[src/rtl/bus_pkg.sv]
// Shared definitions for the system bus: control-word field positions,
// fixed device IDs and the arbiter state encoding.
package bus_pkg;

  // Field positions are counted downward from the control-word MSB so the
  // same constants hold for any control width.
  localparam int CTRL_VALID_BIT = 0;
  localparam int CTRL_TGT_MSB   = 1;
  localparam int CTRL_TGT_LSB   = 3;

  localparam logic [2:0] DEV_RAM  = 3'd0;
  localparam logic [2:0] DEV_ROM  = 3'd1;
  localparam logic [2:0] DEV_VGA  = 3'd2;
  localparam logic [2:0] DEV_PS2  = 3'd3;
  localparam logic [2:0] DEV_ACP  = 3'd4;
  localparam logic [2:0] DEV_UART = 3'd6;
  localparam logic [2:0] DEV_CPU  = 3'd7;

  typedef enum logic [1:0] {
    IDLE    = 2'd0,
    BUSY    = 2'd1,
    RELEASE = 2'd2
  } arb_state_t;

endpackage

[src/rtl/rr_priority_pick.sv]
// Combinational round-robin pick: first set request after i_rr_ptr, wrapping.
// Shared by the bus arbiter and any later DMA arbiter.
module rr_priority_pick #(
  parameter  int N  = 8,
  localparam int PW = (N > 1) ? $clog2(N) : 1
) (
  input  logic [N-1:0]  i_req,
  input  logic [PW-1:0] i_rr_ptr,
  output logic [N-1:0]  o_win,
  output logic [PW-1:0] o_win_idx,
  output logic          o_valid
);

  logic [PW-1:0] w_idx;

  // NOTE: every variable gets a default at the top of an always_comb so no
  // path leaves it unassigned, which would infer a latch.
  always_comb begin
    o_win     = '0;
    o_win_idx = '0;
    o_valid   = 1'b0;
    w_idx     = '0;
    // N is a power of two, so PW-bit addition wraps modulo N by itself.
    for (int k = 1; k <= N; k++) begin
      w_idx = i_rr_ptr + PW'(k);
      if (!o_valid && i_req[w_idx]) begin
        o_valid   = 1'b1;
        o_win_idx = w_idx;
      end
    end
    o_win[o_win_idx] = o_valid;
  end

endmodule

[src/rtl/bus_arbiter_rr.sv]
// Round-robin bus arbiter and data/control mux with target decode.
// Optional watchdog release is enabled by defining BUS_ARB_TIMEOUT_EN.
module bus_arbiter_rr
  import bus_pkg::*;
#(
  parameter int NUM_DEVICES    = 8,
  parameter int D_WIDTH        = 32,
  parameter int C_WIDTH        = 8,
  parameter int TIMEOUT_CYCLES = 1024
) (
  input  logic                           clk,
  input  logic                           reset_L,
  input  logic [NUM_DEVICES-1:0]         req,
  input  logic [NUM_DEVICES*D_WIDTH-1:0] bus_in,
  input  logic [NUM_DEVICES*C_WIDTH-1:0] ctrl_in,
  output logic [NUM_DEVICES-1:0]         master_ack,
  output logic [NUM_DEVICES-1:0]         slave_en,
  output logic [D_WIDTH-1:0]             bus_out,
  output logic [C_WIDTH-1:0]             ctrl_out,
  output logic [2:0]                     grant_id,
  output logic                           bus_busy,
  output logic                           timeout_err
);

  localparam int PW        = (NUM_DEVICES > 1) ? $clog2(NUM_DEVICES) : 1;
  localparam int VALID_POS = C_WIDTH - 1 - CTRL_VALID_BIT;
  localparam int TGT_HI    = C_WIDTH - 1 - CTRL_TGT_MSB;
  localparam int TGT_LO    = C_WIDTH - 1 - CTRL_TGT_LSB;

  arb_state_t             r_state;
  logic [NUM_DEVICES-1:0] r_ack;
  logic [PW-1:0]          r_gid;
  logic [PW-1:0]          r_rr_ptr;

  logic                   w_busy;
  logic                   w_expire;
  logic [NUM_DEVICES-1:0] w_elig;
  logic [NUM_DEVICES-1:0] w_pick_oh;
  logic [PW-1:0]          w_pick_idx;
  logic                   w_pick_valid;
  logic [2:0]             w_tgt;

  assign w_busy = (r_state == BUSY);

`ifdef BUS_ARB_TIMEOUT_EN
  localparam int CNT_W = $clog2(TIMEOUT_CYCLES + 1);

  logic [CNT_W-1:0]       r_to_cnt;
  logic [NUM_DEVICES-1:0] r_mask;
  logic                   r_to_err;

  assign w_expire    = w_busy && (r_to_cnt == CNT_W'(TIMEOUT_CYCLES - 1));
  assign w_elig      = req & ~r_mask;
  assign timeout_err = r_to_err;

  // A timed-out master stays masked until it lets go of req for a cycle.
  always_ff @(posedge clk or negedge reset_L) begin
    if (!reset_L) begin
      r_to_cnt <= '0;
      r_mask   <= '0;
      r_to_err <= 1'b0;
    end else begin
      r_to_cnt <= w_busy ? r_to_cnt + 1'b1 : '0;
      r_mask   <= (r_mask | (w_expire ? r_ack : '0)) & req;
      r_to_err <= w_expire;
    end
  end
`else
  logic w_unused_timeout;

  assign w_unused_timeout = ^TIMEOUT_CYCLES;
  assign w_expire         = 1'b0;
  assign w_elig           = req;
  assign timeout_err      = 1'b0;
`endif

  rr_priority_pick #(.N(NUM_DEVICES)) u_pick (
    .i_req     (w_elig),
    .i_rr_ptr  (r_rr_ptr),
    .o_win     (w_pick_oh),
    .o_win_idx (w_pick_idx),
    .o_valid   (w_pick_valid)
  );

  // NOTE: sequential state uses non-blocking assignments so every register
  // samples the pre-edge values, independent of statement order.
  always_ff @(posedge clk or negedge reset_L) begin
    if (!reset_L) begin
      r_state  <= IDLE;
      r_ack    <= '0;
      r_gid    <= '0;
      r_rr_ptr <= PW'(NUM_DEVICES - 1);
    end else begin
      case (r_state)
        // RELEASE is the dead turnaround cycle; it arbitrates for the next edge.
        IDLE, RELEASE: begin
          if (w_pick_valid) begin
            r_state <= BUSY;
            r_ack   <= w_pick_oh;
            r_gid   <= w_pick_idx;
          end else begin
            r_state <= IDLE;
          end
        end
        BUSY: begin
          if (!req[r_gid] || w_expire) begin
            r_state  <= RELEASE;
            r_ack    <= '0;
            r_rr_ptr <= r_gid;
          end
        end
        default: r_state <= IDLE;
      endcase
    end
  end

  assign master_ack = r_ack;
  assign bus_busy   = w_busy;
  assign grant_id   = w_busy ? 3'(r_gid) : 3'd0;

  always_comb begin
    bus_out  = '0;
    ctrl_out = '0;
    if (w_busy) begin
      bus_out  = bus_in[int'(r_gid)*D_WIDTH +: D_WIDTH];
      ctrl_out = ctrl_in[int'(r_gid)*C_WIDTH +: C_WIDTH];
    end
  end

  assign w_tgt = ctrl_out[TGT_HI:TGT_LO];

  // Targets outside the port range or equal to the owner decode to nothing.
  always_comb begin
    slave_en = '0;
    for (int i = 0; i < NUM_DEVICES; i++) begin
      slave_en[i] = w_busy && ctrl_out[VALID_POS] &&
                    (w_tgt == 3'(i)) && (w_tgt != 3'(r_gid));
    end
  end

endmodule

[config.mk]
export PLATFORM = sky130hd
export DESIGN_NAME = bus_arbiter_rr
export DESIGN_NICKNAME = d
export VERILOG_FILES = /design/src/rtl/bus_pkg.sv /design/src/rtl/rr_priority_pick.sv /design/src/rtl/bus_arbiter_rr.sv
export SDC_FILE = /design/constraint.sdc
export NUM_CORES = 1
export LEC_CHECK = 0
export BUFFER_PORTS_ARGS = -buffer_cell sky130_fd_sc_hd__buf_2
export CAP_MARGIN = 25
export CORE_ASPECT_RATIO = 0.7
export CORE_MARGIN = 8
export CORE_UTILIZATION = 24
export DETAILED_ROUTE_END_ITERATION = 10
export PLACE_DENSITY = 0.57
export SLEW_MARGIN = 25
export SYNTH_ARGS = -nofsm -noshare
export SYNTH_HDL_FRONTEND = slang
export SYNTH_SLANG_ARGS = --single-unit
[constraint.sdc]
create_clock -name clk -period 3.7 [get_ports clk]
set_clock_uncertainty 0.1 [all_clocks]
set_input_delay 0.185 -clock clk [delete_from_list [all_inputs] [get_ports clk]]
set_output_delay 0.185 -clock clk [all_outputs]
set_load 0.01 [all_outputs]
==> metrics.txt, run 1 <==
crit path buf inv count=1; crit start category=flip-flop; post-cts sizing count=0; critical path type=reg2reg; Fmax=a little over 0.3 GHz; share of layout cells above drive strength 1=66.2%; overall die height=between 100 and 150 um; setup_tns=0 ps; most common cell after layout, fill and taps aside=buf_2; Post-Synthesis Cell Area=around 4300 sq um; TritonCTS clock tree=done; ys flop type=dfrtp_1; Seq/Total Area, Yosys=a little under a tenth; CTS root buf=clkbuf_16; power per cell area=between 700 and 800 nW/um^2; routed wire length per instance=23.1 um; Post-CTS Setup Inserts=0; CTS hold repair buffers=1; Die Wd=177 um; WL final=about 23,000 um; Metal-1 WL=between 9000 and 10,000 um; via/cell ratio=5.16; syn_nets=around 750; min Tclk post-route=around 3300 ps; final setup vio count=0; Crit. End Element=flip-flop; count of cell types in the netlist=57; Max Cap Violations=0; Clock transition at path regs=50 ps; GRT Overall Usage=19.5%; DRT Pass-1 Iters=4; unrepaired setup endpoints after global routing=no; DRC Markers=0; nets@finish=roughly 1,100; largest cells by area after synthesis=mux4_2 46%, nand2_1 8.3%, dfrtp_1 7.5%, a21oi_1 5.0%, mux2i_1 4.6%; met2 routed WL=between 10,000 and 15,000 um; Worst EP required=about 3700 ps; area grow syn2layout=51.2%; initial antenna violation count=1; Avg Inst Size Synth=10.3 sq um; Arr. time, crit path=roughly 3300 ps; CP Max Fanout=8; Leakage Power=3.17 nW; Rel. slew slack=51.8%; CP max stage delay=620 ps; total I/O pin count=between 300 and 400; Core Area=about 18,000 sq um; Worst-Margin Slew=a little over 700 ps; worst min-delay path class=in2async; TritonCTS buffer count=3; CP max-delay cell=mux4_2; Port Buffer Count=389; register bit count reported by yosys=16; die area=around 23,000 sq um; routed wl met3=between 1500 and 2000 um; Initial Util=about 24%; number of global-route vias before repair=approximately 5,700; highest routed layer=met5; Post-synth EDFFs=0; H-tree depth=1; total power draw=roughly 5 mW; GR Overflow Total=0; Post-DRT Antenna Nets=0; status=completed; asr flop ratio synth=100%; Worst VDD drop=between 0.2 and 0.3 mV; number of antenna diodes=0; cells along the critical path=inv_6 > ha_1 > mux4_2 > mux2i_4 > and2_1 > nand4_1 > a211oi_2 > nor2_1 > a32o_1; most frequent cells in the layout=389 x buf_2, 96 x nand2_1, 89 x mux4_2, 43 x a21oi_1, 20 x mux2i_1; first-pass GRT wire length=34,400 um; Hold Vio Cnt, Final=0; top cell type by total area after synthesis=mux4_2; Cell Count, Final, Fillers Out=between 1,000 and 1,500; synthesized instance count=between 400 and 500; DR vias=roughly 5,200; cell count after placement=about 1,000; largest net degree at the start of global routing=47; delay-heaviest family, CP=multiplexers; synth warn=0; FP Rows=~40; Slew Limit Fails=0; fin crit share=89.2%; routability cong.=slightly above 0.9; CTS sink count=16; DRT iter0 DRCs=390; clk_lat worst skew=between 200 and 250 ps; CTS Buffer Depth=2; Yosys top cell area share=46.2%; DPL Wire Length=approximately 20,000 um
## where the power goes
part	internal, mW	switching (mW)
sequential	0.258	0.166
combinational	2.05	2.39
clock	0.164	0.0676
## routing by layer
layer | vias to the layer above | track usage (%)
met3 | 16 | 4.30
met5 | - | 0
li1 | 2392 | -
met4 | 2 | 2.66
met1 | 2599 | 24.0
met2 | 240 | 35.3
## synth_stat cells, drive strengths merged (3+ instances only)
| library cell | instances |
|---|---|
| mux4 | 96 |
| nand2 | 96 |
| a21oi | 43 |
| clkbuf | 23 |
| buf | 22 |
| mux2i | 21 |
| nor2 | 16 |
| dfrtp | 13 |
| o21ai | 13 |
| inv | 8 |
| mux2 | 6 |
| a31oi | 5 |
| a32o | 5 |
| and2 | 5 |
| nor3 | 4 |
| o31ai | 4 |
| dfstp | 3 |
| or2 | 3 |
| xnor2 | 3 |
| xor2 | 3 |
## logic make-up (layout without fill, tap and decap cells)
group,Yosys count,after routing,share of synthesized area [%]
fa+ha+maj,2,2,0.577
flops,16,16,9.32
simple gates,134,134,13.3
other cells,1,1,0.0865
xor+xnor,6,6,1.21
mux,123,123,57.2
buf+inv,53,414,5.91
compound gates,85,85,12.3
## registers in the layout (all words and copies together), names as in the netlist
signal	count
r_state	2
r_gid	3
master_ack	8
r_rr_ptr	3
## per-stage QoR
stage               area, sq um  worst slack (ps)  utilization (%)  hold WS [ps]
floorplan                  4340               557                -          -211
global placement           6460               455             36.2          17.1
detailed placement         6460               380             36.2          18.3
CTS                        6560               374             36.7           305
global route               6560               121             36.7           334
finish                     6560               399             36.7           297
## worst paths after layout
path | from | end | slack, ps | depth (start not counted)
worst max-delay path | r_rr_ptr[0] | master_ack[1] | 400 | 9
min in group clk | req[4] | r_rr_ptr[2] | 390 | 3
worst max register to register | r_rr_ptr[0] | master_ack[1] | 400 | 9
worst min-delay path | reset_L | master_ack[6] | 300 | 2
worst min register to register | master_ack[4] | master_ack[4] | 390 | 2
max in group asynchronous | reset_L | r_rr_ptr[0] | 2890 | 2
## area by class of cell
type / instances / area, sq um
Tap cell: 236 / 295
Clock buffer: 4 / 88.8
Fill cell: 1869 / 11300
Sequential cell: 16 / 412
Inverter: 8 / 35.0
Timing Repair Buffer: 402 / 2050
Multi-Input combinational cell: 351 / 3680
## worst register-to-register path, stage by stage (launching register included)
cell and delay (ps):
dfstp_2 560, inv_6 60, ha_1 460, mux4_2 620, mux2i_4 270, and2_1 280, nand4_1 130, a211oi_2 270
nor2_1 160, a32o_1 270
(Power assumes the default switching activity.)
==> run 2: changes to the inputs <==
==> constraint.sdc (replaced) <==
create_clock -name clk -period 3.7 [get_ports clk]
set_clock_uncertainty 0.1 [all_clocks]
set_input_delay 0.185 -clock clk [delete_from_list [all_inputs] [get_ports clk]]
set_output_delay 0.185 -clock clk [all_outputs]
set_load 0.02 [all_outputs]
==> metrics.txt, run 2 (same netlist as run 1, synthesis figures left out) <==
status=completed; share of layout cells above drive strength 1=66.2% (about the same); area grow syn2layout=51.0%; Largest register FFs=8 (unchanged); Crit. End Element=flip-flop; overall die height=128 um (unchanged); Slew Limit Fails=0 (unchanged); Sequential Area=412 sq um (unchanged); Core Area=17,900 sq um (unchanged); Clock transition at path regs=50 ps (about the same); WL final=23,200 um (-1.0%); setup_tns=0 ps (unchanged); Fmax=0.307 GHz (+1.2%); delay-heaviest family, CP=multiplexers; Worst VDD drop=0.331 mV (+13%); fin crit share=88.1% (-1.1 points); cells along the critical path=inv_6 > ha_1 > mux4_2 > mux2i_4 > and2_1 > nand4_1 > a211oi_2 > nor2_1 > a32o_1; FP Rows=41 (unchanged); most common cell after layout, fill and taps aside=buf_2; Finished Cell Area=6550 sq um (-0.11%); DRT Pass-1 Iters=4 (unchanged); H-tree depth=1 (unchanged); Post-DRT Antenna Nets=0 (unchanged); clk_lat worst skew=250 ps (about the same); CP Max Fanout=8 (unchanged); GR Overflow Total=0 (unchanged); Port Buffer Count=389 (unchanged); crit start category=flip-flop; DRT iter0 DRCs=318 (-18%); CTS root buf=clkbuf_16; crit path buf inv count=1 (unchanged); worst min-delay path class=in2async; TritonCTS clock tree=done; DRC Markers=0 (unchanged); largest net degree at the start of global routing=40 (-15%); Worst EP required=3730 ps (about the same); nets@finish=1,113 (-0.090%); Hold Vio Cnt, Final=0 (unchanged); min Tclk post-route=3260 ps (-40.7 ps); number of global-route vias before repair=5,666 (-0.47%); Rel. slew slack=54.2% (+2.4 points); die area=22,700 sq um (unchanged); critical path type=reg2reg; routability cong.=0.911 (-0.60%); GRT Overall Usage=19.1% (-0.43 points); unrepaired setup endpoints after global routing=no; first-pass GRT wire length=33,900 um (-1.4%); via/cell ratio=5.21 (+0.96%); initial antenna violation count=1 (unchanged); total I/O pin count=391 (unchanged); CTS sink count=16 (unchanged); area of the multi-input gates=3680 sq um (unchanged); placed cell area=6450 sq um (-0.12%); final setup vio count=0 (unchanged); DR vias=5,294 (+0.86%); Leakage Power=3.17 nW (-0.16%); Die Wd=177 um (unchanged); CP max stage delay=620 ps (about the same); CP max-delay cell=mux4_2; Initial Util=24.3% (unchanged); Worst-Margin Slew=688 ps (-35.6 ps); most frequent cells in the layout=389 x buf_2, 96 x nand2_1, 89 x mux4_2, 43 x a21oi_1, 20 x mux2i_1; power per cell area=809 nW/um^2 (+4.1%); routed wire length per instance=22.9 um (-0.92%); Fillers=1,859 (-0.54%); TritonCTS buffer count=3 (unchanged); Worst Setup SP=r_rr_ptr[0]; number of antenna diodes=0 (unchanged); Arr. time, crit path=3290 ps (-40 ps); DPL Wire Length=20,100 um (-1.1%); Max Cap Violations=0 (unchanged); CTS Buffer Depth=2 (unchanged); Worst R2R Start=r_rr_ptr[0]
run 2: changes by cell type in the layout (fill, tap and decap cells not counted):
cell	before	now
buf_4	12	11
run 2: path summary, 6_finish.rpt:
check | cells after the start | slack [ps] | endpoint
hold / removal | 2 | 280 | master_ack[6]
setup / recovery | 9 | 440 | master_ack[5]
setup reg to reg | 9 | 440 | master_ack[5]
min in group clk | 2 | 380 | master_ack[0]
hold reg to reg | 2 | 380 | master_ack[0]
max in group asynchronous | 2 | 2910 | r_rr_ptr[1]
run 2: through the flow:
stage	std cells	util [%]	hold WS (ps)	setup WS [ps]	power, mW
detailed placement	1011	36.1	12.7	439	5.12
global placement	1011	36.1	18.6	425	5.12
global route	1016	36.7	328	170	5.72
floorplan	420	-	-211	557	3.83
finish	1016	36.7	285	439	5.30
CTS	1016	36.7	298	433	5.37
run 2: cell type report:
type	count	share of cell area, %
multi-input combinational	351	56.2
timing repair buffer	401	31.1
sequential	16	6.29
tap	236	4.51
clock buffer	4	1.36
inverter	8	0.535
run 2: layer usage:
layer	global-route usage, %	wire length [um]
met1	22.7	8860
met2	34.5	12000
met3	5.56	2020
met4	2.56	311
met5	0	12
run 2: what timing repair did:
| item | in CTS | in global routing |
|---|---|---|
| gates resized for setup | 0 | 0 |
| hold buffers | 1 | 0 |
| setup buffers | 0 | 0 |
| endpoints found under the hold margin | 13 | 0 |
run 2: where the power goes:
group / internal (mW) / total (mW) / switching, mW / leakage (nW)
Combinational: 2.04 / 4.63 / 2.59 / 2.93
Clock: 0.164 / 0.231 / 0.0670 / 0.0442
Sequential: 0.257 / 0.436 / 0.178 / 0.199
Total: 2.47 / 5.30 / 2.83 / 3.17
==> run 3: changes to the inputs <==
- CORE_AREA: unset -> 2 2 150 152
- CORE_ASPECT_RATIO: 0.7 -> unset
- CORE_MARGIN: 8 -> unset
- CORE_UTILIZATION: 24 -> unset
- DIE_AREA: unset -> 0 0 152 154
- PLACE_DENSITY: 0.57 -> 0.49
==> metrics.txt, run 3 (same netlist as run 1, synthesis figures left out) <==
Worst VDD drop=0.237 mV (-28%); DRC Markers=0 (unchanged); GRT Overall Usage=17.8% (-1.3 points); CTS root buf=clkbuf_16; Post-CTS Setup Inserts=0 (unchanged); Int Pwr=2.47 mW (+0.29%); Flop pwr share=7.4% (-0.8 points); Hold Vio Cnt, Final=0 (unchanged); worst min-delay path class=in2async; total I/O pin count=391 (unchanged); Max Cap Violations=0 (unchanged); placed cell area=6500 sq um (+0.85%); critical path type=reg2reg; TritonCTS clock tree=done; routed wire length per instance=20.5 um (-10%); Die Wd=152 um (-14%); DRT iter0 DRCs=332 (+4.4%); Placement Setup Slack=512 ps (+73.2 ps); final worst slack=479 ps (+39.1 ps); status=completed; initial antenna violation count=2 (+1); post-cts sizing count=0 (unchanged); Net Sw Power=2.81 mW (-0.85%); min Tclk post-route=3220 ps (-39.1 ps); DR vias=5,205 (-1.7%); CP Max Fanout=12 (+4); combinational power share=88.2% (+0.8 points); CTS Buffer Depth=2 (unchanged); total power draw=5.28 mW (-0.32%); CTS hold repair buffers=1 (unchanged); power share of the clock group=4.4% (about the same); routability cong.=0.827 (-9.3%); Fmax=0.310 GHz (+1.2%); TritonCTS buffer count=3 (unchanged); first-pass GRT wire length=32,700 um (-3.5%); unrepaired setup endpoints after global routing=no; FP Rows=54 (+32%); area grow syn2layout=52.3%; nets@finish=1,113 (unchanged); utilization after layout=30.5% (-6.2 points); Clock transition at path regs=50 ps (about the same); DPL Wire Length=18,400 um (-8.5%); fin crit share=87.1% (-1.1 points); Slew Limit Fails=0 (unchanged); Switching Share=53.2% (-0.29 points); WL final=21,800 um (-6.3%); overall die height=154 um (+20%); Arr. time, crit path=3250 ps (-40 ps); Port Buffer Count=389 (unchanged); GR Overflow Total=0 (unchanged); cell count after placement=1,055 (+4.4%); H-tree depth=1 (unchanged); Largest register FFs=8 (unchanged); share of layout cells above drive strength 1=66.2% (unchanged); setup_tns=0 ps (unchanged); Core Area=21,700 sq um (+21%); Crit. End Element=flip-flop; Fillers=2,319 (+25%); Initial Util=20.0% (-4.3 points); Cell Count, Final, Fillers Out=1,061 (+4.4%); DRT Pass-1 Iters=4 (unchanged); via/cell ratio=4.91 (-5.9%); most common cell after layout, fill and taps aside=buf_2; final setup vio count=0 (unchanged); Post-DRT Antenna Nets=0 (unchanged); crit start category=flip-flop; largest net degree at the start of global routing=46 (+15%); Rel. slew slack=48.7% (-5.5 points); Worst-Margin Slew=769 ps (+81.9 ps); CTS sink count=16 (unchanged); Leakage Power=3.17 nW (about the same); most frequent cells in the layout=389 x buf_2, 96 x nand2_1, 89 x mux4_2, 43 x a21oi_1, 20 x mux2i_1; Finished Cell Area=6610 sq um (+0.88%); Hold WS=309 ps (+23.8 ps); power per cell area=799 nW/um^2 (-1.2%); number of global-route vias before repair=5,433 (-4.1%); Worst EP required=3730 ps (about the same); clk_lat worst skew=240 ps (about the same); die area=23,400 sq um (+3.1%)
## run 3: changes by cell type in the layout (fill, tap and decap cells not counted)
cell / previous run / this run
diode_2: 0 / 1
## run 3: power groups by stage
stage | logic (mW) | clock network, mW | registers, mW
6_report | 4.66 | 0.231 | 0.390
5_1_grt | 5.09 | 0.245 | 0.409
4_1_cts | 4.72 | 0.236 | 0.397
3_5_place_dp | 4.70 | 0 | 0.399
3_3_place_gp | 4.71 | 0 | 0.397
2_1_floorplan | 3.52 | 0 | 0.314
## run 3: worst max-delay path, stage by stage (launching register included)
cell,delay (ps)
dfstp_2,520
inv_1,100
ha_1,360
buf_4,220
mux4_1,360
or2_1,310
nor3_1,360
nand4_1,160
a31oi_1,220
nor2_1,140
a32o_1,230
## run 3: worst paths after layout
path	slack, ps	startpoint	endpoint	cells after the start
worst min-delay path	310	reset_L	master_ack[2]	2
max in group asynchronous	2890	reset_L	r_rr_ptr[0]	2
worst max register to register	480	r_rr_ptr[1]	master_ack[5]	10
worst min register to register	370	master_ack[2]	master_ack[2]	2
worst max-delay path	480	r_rr_ptr[1]	master_ack[5]	10
min in group clk	370	master_ack[2]	master_ack[2]	2
## run 3: layout make-up
cell class / instances / area, sq um / share of cell area (%)
inverter: 8 / 35.0 / 0.530
antenna: 1 / 2.50 / 0.0379
tap: 280 / 350 / 5.30
multi-input combinational: 351 / 3680 / 55.7
sequential: 16 / 412 / 6.23
clock buffer: 4 / 88.8 / 1.34
timing repair buffer: 401 / 2040 / 30.9
## run 3: routing by layer
metal  share of wire [%]  vias up  track usage (%)
li1                    -     2397                -
met5                   0        -                0
met1                  42     2494             23.1
met4                 1.2        0             2.49
met3                 8.4       14             4.65
met2                  49      300             30.5
